<file path="config.mk">
export PLATFORM = sky130hd
export DESIGN_NAME = mosi_command_reader
export DESIGN_NICKNAME = d
export VERILOG_FILES = /design/src/rtl/mosi_command_reader.sv
export SDC_FILE = /design/constraint.sdc
export NUM_CORES = 1
export LEC_CHECK = 0
export CORE_MARGIN = 5
export CORE_UTILIZATION = 40
export CTS_CLUSTER_DIAMETER = 60
export DETAILED_ROUTE_END_ITERATION = 12
export HOLD_SLACK_MARGIN = 0.15
export SETUP_SLACK_MARGIN = 0.1
export SYNTH_ARGS = -nofsm -noshare
export SYNTH_HDL_FRONTEND = slang
export SYNTH_SLANG_ARGS = --single-unit
</file>
<file path="constraint.sdc">
create_clock -name clk_B -period 4.3 [get_ports clk_B]
set_clock_uncertainty 0.1 [all_clocks]
set_input_delay 1.075 -clock clk_B [delete_from_list [all_inputs] [get_ports clk_B]]
set_output_delay 1.075 -clock clk_B [all_outputs]
set_load 0.005 [all_outputs]
</file>
<file path="src/rtl/mosi_command_reader.sv">
// mosi_command_reader: walks a RAM window (optionally looping) and hands out its words over a valid/ready handshake
module mosi_command_reader #(
  parameter int ADDR_W = 13,
  parameter int DATA_W = 16
) (
  input  logic              clk_B,
  input  logic              reset_n,
  input  logic              run,
  input  logic [ADDR_W-1:0] start_addr,
  input  logic [ADDR_W-1:0] end_addr,
  input  logic [ADDR_W-1:0] loop_addr,
  input  logic              loop_en,
  output logic [ADDR_W-1:0] RAM_addr_B,
  input  logic [DATA_W-1:0] RAM_data_out_B,
  output logic [DATA_W-1:0] cmd_word,
  output logic              cmd_valid,
  input  logic              cmd_ready,
  output logic              busy,
  output logic              done,
  output logic              config_error,
  output logic [15:0]       pass_count
);
  typedef enum logic [1:0] {IDLE, FETCH, DRAIN, DONE} state_t;
  state_t r_state, w_next;
  logic [ADDR_W-1:0] r_addr, r_end, r_loop;
  logic r_loop_en, r_err, r_nw, r_dv, r_dv_end;
  logic [1:0] r_cnt;
  logic [DATA_W:0] r_q0, r_q1;
  logic [15:0] r_pass;
  logic w_bad, w_act, w_last, w_pop, w_push, w_dv_n, w_adv;
  logic [1:0] w_n, w_cnt_n;
  always_comb begin
    w_bad = (start_addr > end_addr) | (loop_en & ((loop_addr < start_addr) | (loop_addr > end_addr)));
    w_act = run & ((r_state == FETCH) | (r_state == DRAIN));
    w_last = (r_addr == r_end) & ~r_loop_en;
    w_pop = (r_cnt != 2'd0) & cmd_ready;
    w_n = r_cnt - {1'b0, w_pop};
    w_push = r_dv & (w_n != 2'd2);
    w_cnt_n = w_n + {1'b0, w_push};
    w_dv_n = r_nw | (r_dv & ~w_push);
    w_adv = w_act & (r_state == FETCH) & ~w_last & (({1'b0, w_cnt_n} + {2'b0, w_dv_n}) <= 3'd2);
    w_next = (r_state == IDLE) ? (run ? (w_bad ? DONE : FETCH) : IDLE) :
             !run ? IDLE :
             (r_state == FETCH) ? (w_last ? DRAIN : FETCH) :
             (r_state == DRAIN) ? ((r_cnt == 2'd0 && !r_dv && !r_nw) ? DONE : DRAIN) : DONE;
  end
  always_ff @(posedge clk_B) r_state <= !reset_n ? IDLE : w_next;
  always_ff @(posedge clk_B) begin
    if (!reset_n) begin
      r_addr <= '0;
      r_end <= '0;
      r_loop <= '0;
      r_loop_en <= 1'b0;
      r_err <= 1'b0;
      r_nw <= 1'b0;
      r_dv <= 1'b0;
      r_dv_end <= 1'b0;
      r_cnt <= 2'd0;
      r_q0 <= '0;
      r_q1 <= '0;
      r_pass <= '0;
    end else if (r_state == IDLE && run) begin
      r_end <= end_addr;
      r_loop <= loop_addr;
      r_loop_en <= loop_en;
      r_err <= w_bad;
      if (!w_bad) begin
        r_addr <= start_addr;
        r_nw <= 1'b1;
        r_pass <= '0;
      end
    end else if (w_act) begin
      r_nw <= w_adv;
      r_dv <= w_dv_n;
      r_dv_end <= r_nw ? (r_addr == r_end) : r_dv_end;
      r_cnt <= w_cnt_n;
      if (w_adv) r_addr <= (r_addr == r_end) ? r_loop : r_addr + 1'b1;
      if (w_pop) r_q0 <= r_q1;
      if (w_push && w_n == 2'd0) r_q0 <= {r_dv_end, RAM_data_out_B};
      if (w_push && w_n == 2'd1) r_q1 <= {r_dv_end, RAM_data_out_B};
      if (w_pop && r_q0[DATA_W] && r_pass != 16'hFFFF) r_pass <= r_pass + 16'd1;
    end else begin
      r_nw <= 1'b0;
      r_dv <= 1'b0;
      r_cnt <= 2'd0;
    end
  end
  assign RAM_addr_B = r_addr;
  assign cmd_word = r_q0[DATA_W-1:0];
  assign cmd_valid = r_cnt != 2'd0;
  assign busy = (r_state == FETCH) | (r_state == DRAIN);
  assign done = r_state == DONE;
  assign config_error = done & r_err;
  assign pass_count = r_pass;
endmodule

</file>
==> impl_metrics.tcl <==
set metrics [dict create \
    syn_avg_cell_area_um2 8.400 \
    slew_viol_final 0 \
    yosys_warnings 0 \
    start_util_pct 40.40 \
    die_x_um 130.5 \
    cts_resized 0 \
    grt_antenna_before_repair 0 \
    synthCells 691 \
    diodes 0 \
    fill_cells 1359 \
    clk_pin_slew_ns 0.08 \
    postRouteAntennaNets 0 \
    ys.flop_type "dfxtp_1" \
    reg2reg_from "r_cnt[1]" \
    clkLatencyLatePin_ns 0.36 \
    grt_pass1_wl_um 26790 \
    ctsHoldBuffers 0 \
    grt_pass1_vias 5198 \
    layout-drive-gt1-share_pct 5.188 \
    port_buffers 108 \
    power_density_nw_per_um2 321.5 \
    ir_worst_vdd_mv 0.1835 \
    io_pins 109 \
    hold_depth 2 \
    vias 5293 \
    reg2reg_setup_slack_ns 1.29 \
    grt_overflow 0 \
    rows 44 \
    drt_iter0_markers 471 \
    start_kind "input pin" \
    synth.cell_area_um2 5804 \
    nets 874 \
    cp_max_fo 13 \
    post_cts_buffers 0 \
    hold_viol 0 \
    area_delta_synth_final_pct 24.40 \
    wire_per_inst_um 17.60 \
    vias_per_cell 5.542 \
    max_slew_margin_pct 47.51 \
    critPathRequiredTime_ns 4.44 \
    drc 0 \
    post-route-period-util_pct 86.02 \
    hold_end "r_err" \
    tightestPinTransition_ns 0.7874 \
    tns_ns 0 \
    critical_path_class "in -> reg" \
    maxCapViolations 0 \
    hold_class "reg -> reg" \
    dp.cells 939 \
    ys_types 56 \
    grtUsageTotal_pct 19.99 \
    wirelength_um 16810 \
    fp.dieH_um 130.5 \
    rsz0062_at_grt "false" \
    max-clock-path-buffers 2 \
    cp-end-kind "flip-flop" \
    core_area_um2 14370 \
    reg2reg_depth 12 \
    cellLeakagePower_nw 2.972 \
    cp.arrival_ns 3.84 \
    synth_nets 799 \
    fin_cells 955 \
    finalSetupViolations 0 \
    hold_start "r_err" \
    cts_buffers 9 \
    post-place-ws_ns 0.2697 \
    cts_htree_levels 3 \
    setup_ws_ns 0.6014 \
    dp_hpwl_um 12590 \
    root_buffer "clkbuf_16" \
    utilization_pct 50.25 \
    drtPass1Iterations 6 \
    r2r_end "RAM_addr_B[10]" \
    grt_max_degree 73 \
    max_freq_mhz 270.4 \
    place_congestion 0.8739 \
    tritoncts "built" \
    min_period_ns 3.699 \
    async_flop_share_pct 0 \
    cts.sinks 98 \
    synth_edf_count 0 \
    status "completed" \
    synth-seq-cells 98 \
    ys_seq_area_share_pct 33.80 \
    die-area_um2 17020 \
]
stage by stage:
stage               instance area (um2)  total power, mW  hold WS [ns]
global route                       7221            2.441        0.3697
floorplan                          5804            1.303        0.3317
detailed placement                 6914            1.515        0.3435
global placement                   6914            1.508        0.3379
finish                             7221            2.321        0.3526
CTS                                7221            2.342        0.3537
worst max path at each step:
stage / start / end
finish: start_addr[2] / pass_count[5]
global route: start_addr[2] / pass_count[5]
CTS: start_addr[2] / pass_count[5]
detailed placement: end_addr[5] / pass_count[5]
floorplan: cmd_ready / RAM_addr_B[10]
global placement: end_addr[5] / pass_count[8]
placed cells by master (no fill, tap or decap), types with 8 or more instances in the layout:
cell type	count
o21ai_0	11
a21oi_1	46
buf_4	11
nand2_1	93
xor2_1	21
clkdlybuf4s50_1	108
o2111ai_1	8
or3_1	9
nand3_1	20
a31oi_1	9
nor2_1	57
mux2i_1	48
nand4_1	15
dfxtp_1	98
inv_1	32
a211oi_1	18
and3_1	8
clkbuf_16	9
ha_1	48
layer usage:
layer  track usage, %  vias to the layer above  part of all wire (%)
li1                 -                     2605                     -
met1            26.93                     2501                    46
met2            32.65                      162                    47
met3            3.902                       25                   5.8
met4            5.868                        0                   1.6
met5                0                        -                     0
Yosys cell counts (6+ instances only):
library cell,count,share of area (%)
o2111ai_1,8,1.2
nor3_1,6,0.52
buf_2,7,0.60
or3_1,9,0.97
xor2_1,21,3.2
nand2_1,94,6.1
dfxtp_1,98,34
and3_1,8,0.86
o211ai_1,7,0.91
a21oi_1,46,4.0
inv_1,32,2.1
a31oi_1,9,0.97
nand4_1,15,1.6
a211oi_1,18,2.3
and2_1,7,0.75
mux2i_1,48,8.3
buf_4,16,2.1
a21o_1,6,0.78
clkbuf_1,28,1.8
ha_1,48,10
o21ai_0,11,0.95
nor2b_1,6,0.65
o21ai_1,6,0.52
nand3_1,20,1.7
nor2_1,57,3.7
cells by family (layout without fill, tap and decap cells):
group	count (synthesis)	count (layout)	synth area share (%)
muxes	48	48	8.278
and+or+nand+nor	237	237	18.80
AOI/OAI and AO/OA	146	146	17.72
xor gates and xnor gates	26	26	3.923
DFF	98	98	33.80
buffers and inverters	88	168	7.135
adders and majority gates	48	48	10.35
layout make-up:
class / count / area [um2] / area share, %
clock buffers: 9 / 225.2 / 3.119
clock inverters: 7 / 81.33 / 1.126
inverters: 33 / 123.9 / 1.715
multi-input cells: 505 / 3435 / 47.57
flip-flops and latches: 98 / 1962 / 27.17
well taps: 184 / 230.2 / 3.188
repair buffers: 119 / 1164 / 16.12
state kept, by name, indices dropped and copies added (netlist names):
register and flops:
r_dv 1, r_cnt 2, r_state 2, r_loop_en 1
r_end 13, RAM_addr_B 13, r_err 1, pass_count 16
r_q1 17, r_dv_end 1, r_q0 17, r_loop 13
r_nw 1
worst max-delay path: stages:
cell             delay [ns]
clkdlybuf4s50_1        0.55
inv_1                  0.06
ha_1                   0.30
nand2_1                0.05
o21ai_0                0.17
a31oi_1                0.15
o311ai_1               0.56
o211ai_2               0.38
o311ai_0               0.42
o21ai_1                0.10
where the power goes:
part | internal [mW] | switching [mW]
registers | 0.946 | 0.0510
logic | 0.228 | 0.273
clock network | 0.415 | 0.409
Note: power is estimated with default switching activity, not from simulation.
